## config.mk

```make
export PLATFORM = sky130hd
export DESIGN_NAME = score_display_sched_flat
export DESIGN_NICKNAME = d
export VERILOG_FILES = /design/src/rtl/score_display_sched_if.sv /design/src/rtl/score_display_sched.sv /design/src/flat_wrapper.sv
export SDC_FILE = /design/constraint.sdc
export NUM_CORES = 1
export LEC_CHECK = 0
export CAP_MARGIN = 20
export CORE_UTILIZATION = 45
export CTS_CLUSTER_DIAMETER = 60
export CTS_CLUSTER_SIZE = 10
export DETAILED_ROUTE_END_ITERATION = 10
export SYNTH_ARGS = -nofsm -noshare
export SYNTH_HDL_FRONTEND = slang
export SYNTH_SLANG_ARGS = --single-unit
```

## constraint.sdc

```tcl
create_clock -name clk -period 2.7 [get_ports clk]
set_input_delay 0.405 -clock clk [delete_from_list [all_inputs] [get_ports clk]]
set_output_delay 0.405 -clock clk [all_outputs]
set_load 0.03 [all_outputs]
```

## src/rtl/score_display_sched_if.sv

```systemverilog
// Game-logic side of the score display: score/state in, scan pins and busy flag out.
interface score_display_sched_if #(
  parameter int SCORE_W = 11
);
  logic               game_state;
  logic [SCORE_W-1:0] score;
  logic [3:0]         anode_n;
  logic [6:0]         seg_n;
  logic               bcd_busy;

  modport master (output game_state, score, input anode_n, seg_n, bcd_busy);
  modport slave  (input game_state, score, output anode_n, seg_n, bcd_busy);
endinterface

```

## src/rtl/score_display_sched.sv

```systemverilog
// Four-digit seven-segment scheduler: sequential binary-to-BCD conversion,
// digit multiplexing, and the blinking game-over message program.
module score_display_sched #(
  parameter int SCORE_W     = 11,
  parameter int REFRESH_DIV = 100000,
  parameter int BLINK_DIV   = 50000000
) (
  input logic                  clk,
  input logic                  rst_n,
  score_display_sched_if.slave bus
);

  localparam int REF_W = (REFRESH_DIV > 1) ? $clog2(REFRESH_DIV) : 1;
  localparam int BLK_W = (BLINK_DIV > 1) ? $clog2(BLINK_DIV) : 1;
  localparam int CNT_W = $clog2(SCORE_W + 1);

  localparam logic [1:0] IDLE  = 2'd0;
  localparam logic [1:0] LOAD  = 2'd1;
  localparam logic [1:0] SHIFT = 2'd2;

  function automatic logic [15:0] add3(input logic [15:0] v);
    logic [15:0] r;
    r = v;
    for (int i = 0; i < 4; i++) begin
      if (v[4*i +: 4] >= 4'd5) r[4*i +: 4] = v[4*i +: 4] + 4'd3;
      else                     r[4*i +: 4] = v[4*i +: 4];
    end
    return r;
  endfunction

  function automatic logic [6:0] font(input logic [3:0] d);
    logic [6:0] r;
    case (d)
      4'd1:    r = 7'b1001111;
      4'd2:    r = 7'b0010010;
      4'd3:    r = 7'b0000110;
      4'd4:    r = 7'b1001100;
      4'd5:    r = 7'b0100100;
      4'd6:    r = 7'b0100000;
      4'd7:    r = 7'b0001111;
      4'd8:    r = 7'b0000000;
      4'd9:    r = 7'b0000100;
      default: r = 7'b0000001;
    endcase
    return r;
  endfunction

  function automatic logic [6:0] msg_font(input logic [3:0] step, input logic [1:0] idx,
                                          input logic [6:0] score_seg);
    logic [6:0] r;
    case (step)
      4'd0: begin
        case (idx)
          2'd0:    r = 7'b1111111;
          2'd1:    r = 7'b1000100;
          2'd2:    r = 7'b0000001;
          default: r = 7'b1000001;
        endcase
      end
      4'd2: begin
        case (idx)
          2'd0:    r = 7'b1110001;
          2'd1:    r = 7'b0000001;
          2'd2:    r = 7'b0100100;
          default: r = 7'b0110000;
        endcase
      end
      4'd1, 4'd3, 4'd7: r = 7'b1111111;
      default:          r = score_seg;
    endcase
    return r;
  endfunction

  logic [1:0]         state_r;
  logic [SCORE_W-1:0] shadow_r;
  logic [SCORE_W-1:0] shift_r;
  logic [15:0]        work_r;
  logic [15:0]        bcd_r;
  logic [CNT_W-1:0]   bit_cnt_r;
  logic               busy_r;
  logic [REF_W-1:0]   ref_cnt_r;
  logic [1:0]         digit_idx_r;
  logic [BLK_W-1:0]   blink_cnt_r;
  logic [3:0]         step_r;
  logic [3:0]         anode_r;
  logic [6:0]         seg_r;

  logic [15:0] adj_s;
  logic [15:0] shifted_s;
  logic        ref_tick_s;
  logic        blink_tick_s;
  logic [3:0]  digit_s;
  logic [3:0]  anode_next_s;
  logic [6:0]  seg_next_s;

  assign adj_s        = add3(work_r);
  assign shifted_s    = (adj_s << 1) | {15'd0, shift_r[SCORE_W-1]};
  assign ref_tick_s   = (ref_cnt_r == REF_W'(REFRESH_DIV - 1));
  assign blink_tick_s = (blink_cnt_r == BLK_W'(BLINK_DIV - 1));

  // Double-dabble engine; the display copy only changes on the final shift
  always_ff @(posedge clk or negedge rst_n) begin
    if (!rst_n) begin
      state_r   <= IDLE;
      shadow_r  <= '0;
      shift_r   <= '0;
      work_r    <= 16'd0;
      bcd_r     <= 16'd0;
      bit_cnt_r <= '0;
      busy_r    <= 1'b0;
    end else begin
      case (state_r)
        IDLE: begin
          if (bus.score != shadow_r) begin
            state_r <= LOAD;
            busy_r  <= 1'b1;
          end
        end
        LOAD: begin
          shift_r   <= bus.score;
          shadow_r  <= bus.score;
          work_r    <= 16'd0;
          bit_cnt_r <= '0;
          state_r   <= SHIFT;
        end
        SHIFT: begin
          work_r    <= shifted_s;
          shift_r   <= shift_r << 1;
          bit_cnt_r <= bit_cnt_r + CNT_W'(1);
          if (bit_cnt_r == CNT_W'(SCORE_W - 1)) begin
            bcd_r   <= shifted_s;
            state_r <= IDLE;
            busy_r  <= 1'b0;
          end
        end
        default: begin
          state_r <= IDLE;
          busy_r  <= 1'b0;
        end
      endcase
    end
  end

  // Refresh prescaler and digit scan index
  always_ff @(posedge clk or negedge rst_n) begin
    if (!rst_n) begin
      ref_cnt_r   <= '0;
      digit_idx_r <= 2'd0;
    end else if (ref_tick_s) begin
      ref_cnt_r   <= '0;
      digit_idx_r <= digit_idx_r + 2'd1;
    end else begin
      ref_cnt_r   <= ref_cnt_r + REF_W'(1);
    end
  end

  // Message program sequencer, parked at step 0 while playing
  always_ff @(posedge clk or negedge rst_n) begin
    if (!rst_n) begin
      blink_cnt_r <= '0;
      step_r      <= 4'd0;
    end else if (bus.game_state) begin
      blink_cnt_r <= '0;
      step_r      <= 4'd0;
    end else if (blink_tick_s) begin
      blink_cnt_r <= '0;
      step_r      <= (step_r == 4'd8) ? 4'd0 : step_r + 4'd1;
    end else begin
      blink_cnt_r <= blink_cnt_r + BLK_W'(1);
    end
  end

  // Select the digit, anode and glyph for the current scan slot
  always_comb begin
    digit_s      = 4'd0;
    anode_next_s = 4'b1111;
    case (digit_idx_r)
      2'd0:    begin digit_s = bcd_r[15:12]; anode_next_s = 4'b0111; end
      2'd1:    begin digit_s = bcd_r[11:8];  anode_next_s = 4'b1011; end
      2'd2:    begin digit_s = bcd_r[7:4];   anode_next_s = 4'b1101; end
      default: begin digit_s = bcd_r[3:0];   anode_next_s = 4'b1110; end
    endcase
    if (bus.game_state) seg_next_s = font(digit_s);
    else                seg_next_s = msg_font(step_r, digit_idx_r, font(digit_s));
  end

  // Anodes and cathodes share one register stage so they switch on the same edge
  always_ff @(posedge clk or negedge rst_n) begin
    if (!rst_n) begin
      anode_r <= 4'b1111;
      seg_r   <= 7'b1111111;
    end else begin
      anode_r <= anode_next_s;
      seg_r   <= seg_next_s;
    end
  end

  assign bus.anode_n  = anode_r;
  assign bus.seg_n    = seg_r;
  assign bus.bcd_busy = busy_r;

endmodule

```

## src/flat_wrapper.sv

```systemverilog
// flat-port wrapper written by rule: the top's interface ports become plain ports
module score_display_sched_flat 
#(
  parameter int SCORE_W     = 11,
  parameter int REFRESH_DIV = 100000,
  parameter int BLINK_DIV   = 50000000
)
  (clk, rst_n, bus_game_state, bus_score, bus_anode_n, bus_seg_n, bus_bcd_busy);
  score_display_sched_if #(.SCORE_W(SCORE_W)) bus_i ();
  input logic clk;
  input logic rst_n;
  input wire logic [$bits(bus_i.game_state)-1:0] bus_game_state;
  input wire logic [$bits(bus_i.score)-1:0] bus_score;
  output wire logic [$bits(bus_i.anode_n)-1:0] bus_anode_n;
  output wire logic [$bits(bus_i.seg_n)-1:0] bus_seg_n;
  output wire logic [$bits(bus_i.bcd_busy)-1:0] bus_bcd_busy;
  assign bus_i.game_state = bus_game_state;
  assign bus_i.score = bus_score;
  assign bus_anode_n = bus_i.anode_n;
  assign bus_seg_n = bus_i.seg_n;
  assign bus_bcd_busy = bus_i.bcd_busy;
  score_display_sched #(.SCORE_W(SCORE_W), .REFRESH_DIV(REFRESH_DIV), .BLINK_DIV(BLINK_DIV)) u_core (.clk(clk), .rst_n(rst_n), .bus(bus_i));
endmodule
```

==> impl_metrics.json <==
{
  "met3_usage": 0.0570,
  "synth.cell_area_um2": 6200,
  "run_status": "finished clean",
  "synth_area_per_cell_um2": 10.1,
  "floorplan.core_area_um2": 13300,
  "total_power_per_unit_cell_area_nw_per_um2": 769,
  "grt_max_degree": 50,
  "worstHoldPathType": "in -> async",
  "power.combinational.fraction": 0.203,
  "path_clk_slew_ps": 50,
  "cts_hold_repair.buffers": 0,
  "grt_busiest_layer": "met2",
  "total_power_consumption_of_the_routed_design_mw": 5.56,
  "finalWeightedCongestion": 0.797,
  "vias": 4568,
  "fin_hold_ws_ps": 14.4,
  "cts-root-to-sink-buffers": 2,
  "min_period_over_period": 0.807,
  "ys_seq_elements": 121,
  "number_of_enable_type_register_cells_in_the_synthesized_netlist": 0,
  "cts_inserted_buffers": 17,
  "leakagePower_nw": 3.04,
  "cts-resized-gates": 0,
  "hold_viol": 0,
  "worst-path-max-fanout": 8,
  "cts_setup_buffers": 0,
  "synthDistinctLibCells": 57,
  "ys_warn_count": 0,
  "max_freq_mhz": 459,
  "global_route_wire_length_before_repair_um": 21700,
  "final.fill_count": 1209,
  "synth_sequential_area_ratio": 0.491,
  "critPathLaunchType": "flip-flop",
  "io-pin-count": 26,
  "post-route-util": 0.542,
  "drive_above_1_share": 0.118,
  "timing.final.max_slew_violations": 0,
  "post_synth_main_area_contributors": "sky130_fd_sc_hd__dfrtp_1, sky130_fd_sc_hd__ha_1, sky130_fd_sc_hd__dfstp_2",
  "timing.critical_path.arrival_ps": 2520,
  "dpl-instance-area_um2": 6640,
  "worst_skew_pair.late_latency_ps": 410,
  "drt_drc_violations_left": 0,
  "grt_setup_unrepaired": "false",
  "async_reset_ff_frac": 1.00,
  "worst_clock_skew_ps": 8.38,
  "final_design_area_no_fill_um2": 7230,
  "synthesis.nets": 653,
  "globalRouteMet1Util": 0.238,
  "critical_path_sink_type": "flip-flop",
  "wire_per_inst_um": 15.0,
  "dieArea_um2": 14200,
  "worst-endpoint-required_ps": 3040,
  "number_of_antenna_violations_at_the_first_check_in_global_routing": 0,
  "via_count_of_the_first_global_routing_pass": 4621,
  "max_slew.worst_pin.slew_ps": 734,
  "viasPerCell": 5.52,
  "report.final.setup_viol": 0,
  "power.share.switching": 0.284,
  "maxSlewHeadroom": 0.506,
  "port-buffer-count": 25,
  "synth_top_area_share": 0.444,
  "p_int_mw": 3.99,
  "tns_setup_ps": 0,
  "synth_largest_area_cell": "sky130_fd_sc_hd__dfrtp_1",
  "vdd.ir_drop.worst_mv": 0.601,
  "fp-row-count": 42,
  "fin_crit_ps": 2180,
  "drt-initial-drc-count": 341,
  "area_growth_syn_to_layout_pct": 16.7,
  "finalNetCount": 680,
  "max_cap_viol_count": 0,
  "diodes": 0,
  "share_seq_of_total_power": 0.401,
  "die-width_um": 119,
  "groute.layer.met2.usage": 0.319,
  "p_sw_mw": 1.58,
  "cts-root-buf": "sky130_fd_sc_hd__clkbuf_16",
  "clock_share_of_power": 0.396,
  "final_antenna_net_count": 0,
  "groute.usage.overall": 0.193,
  "cts.htree.levels": 4,
  "post_detailed_routing_wire_length_um": 12400,
  "synthesized_netlist_cell_count": 611,
  "yosys_most_used_dff": "sky130_fd_sc_hd__dfrtp_1",
  "detail_route.first_pass.iterations": 8,
  "layout_commonest_cell": "sky130_fd_sc_hd__dfrtp_1",
  "tritoncts": "built",
  "final_cell_mix": "sky130_fd_sc_hd__dfrtp_1, sky130_fd_sc_hd__inv_1, sky130_fd_sc_hd__o21ai_0",
  "clock_sinks": 121,
  "grt_remaining_overflow": 0,
  "die_height_um": 119,
  "critical_path_start_end_classification": "reg -> reg",
  "dpl.hpwl_um": 8750,
  "start_util": 0.464
}
==> metrics by stage <==
stage / setup slack, ps / std cells
2_1_floorplan: 653 / 611
3_3_place_gp: 615 / 795
3_5_place_dp: 457 / 795
4_1_cts: 524 / 827
5_1_grt: 335 / 827
6_report: 521 / 827
==> synth_stat cells, types with 4 or more instances <==
cell type and count:
sky130_fd_sc_hd__dfrtp_1 110, sky130_fd_sc_hd__dfstp_2 11, sky130_fd_sc_hd__nand2b_1 4, sky130_fd_sc_hd__clkbuf_1 17, sky130_fd_sc_hd__or3_1 9, sky130_fd_sc_hd__a21oi_1 37, sky130_fd_sc_hd__o2bb2ai_1 4, sky130_fd_sc_hd__mux2_2 21
sky130_fd_sc_hd__ha_1 28, sky130_fd_sc_hd__and4_1 10, sky130_fd_sc_hd__nor3_1 8, sky130_fd_sc_hd__and3_1 6, sky130_fd_sc_hd__nor4_1 6, sky130_fd_sc_hd__buf_1 4, sky130_fd_sc_hd__nand3_1 22, sky130_fd_sc_hd__o22ai_1 12
sky130_fd_sc_hd__nand4_1 20, sky130_fd_sc_hd__nor2_1 40, sky130_fd_sc_hd__xnor2_1 32, sky130_fd_sc_hd__mux2i_1 15, sky130_fd_sc_hd__nor4b_1 4, sky130_fd_sc_hd__xor2_1 13, sky130_fd_sc_hd__o21ai_0 42, sky130_fd_sc_hd__nand2_1 39
sky130_fd_sc_hd__inv_1 43
==> critical path: stages (launching register included) <==
cell	delay, ps
sky130_fd_sc_hd__dfrtp_1	410
sky130_fd_sc_hd__inv_1	90
sky130_fd_sc_hd__ha_1	310
sky130_fd_sc_hd__a222oi_1	160
sky130_fd_sc_hd__a21oi_1	370
sky130_fd_sc_hd__inv_1	110
sky130_fd_sc_hd__ha_1	230
sky130_fd_sc_hd__a21o_1	170
sky130_fd_sc_hd__o221a_2	260
==> routing by layer <==
metal / up-vias / routed length (µm)
met5: - / 0
met4: 0 / 216
met3: 21 / 460
met2: 90 / 5970
met1: 2229 / 5740
li1: 2228 / -
==> power by group through the flow <==
stage | combinational, mW | sequential [mW] | clock [mW]
2_1_floorplan | 0.814 | 2.23 | 0
3_3_place_gp | 1.11 | 2.25 | 0
3_5_place_dp | 1.15 | 2.26 | 0
4_1_cts | 1.15 | 2.23 | 2.25
5_1_grt | 1.26 | 2.26 | 2.35
6_report | 1.13 | 2.23 | 2.20
==> worst paths after layout <==
check,slack (ps),cells past startpoint,end,from
max reg2reg,520,8,u_core.bus.seg_n[2],u_core.digit_idx_r[1]
max in group asynchronous,1970,2,u_core.ref_cnt_r[10],rst_n
min reg2reg,480,1,u_core.ref_cnt_r[0],u_core.ref_cnt_r[0]
min in group clk,480,1,u_core.ref_cnt_r[0],u_core.ref_cnt_r[0]
max,520,8,u_core.bus.seg_n[2],u_core.digit_idx_r[1]
min,10,1,u_core.blink_cnt_r[2],rst_n
==> logic make-up (layout without fill, tap and decap cells) <==
family                   after synthesis  in the layout  share of synthesized area
AND/OR/NAND/NOR                      187            187                      0.162
XOR/XNOR                              45             45                     0.0636
multiplexers                          36             36                     0.0624
adder cells (fa/ha/maj)               28             28                     0.0565
flip-flops                           121            121                      0.491
AO/OA/AOI/OAI                        125            125                      0.122
buffers and inverters                 69            109                     0.0428
==> registers in the layout (all words and copies together) (netlist names) <==
register and count:
u_core.bcd_r 16, u_core.bus.anode_n 4, u_core.blink_cnt_r 26, u_core.bit_cnt_r 4
u_core.bus.seg_n 7, u_core.shadow_r 11, u_core.bus.bcd_busy 1, u_core.shift_r 11
u_core.work_r 16, u_core.digit_idx_r 2, u_core.ref_cnt_r 17, u_core.state_r 2
u_core.step_r 4
==> cell type report <==
class	count	area, µm²	area share
Clock inverter	6	60.1	0.00831
Multi-Input combinational cell	421	2890	0.400
Clock buffer	26	529	0.0732
Sequential cell	121	3040	0.421
Timing Repair Buffer	34	328	0.0453
Inverter	43	161	0.0223
Tap cell	176	220	0.0305
Note: power is estimated with default switching activity, not from simulation.
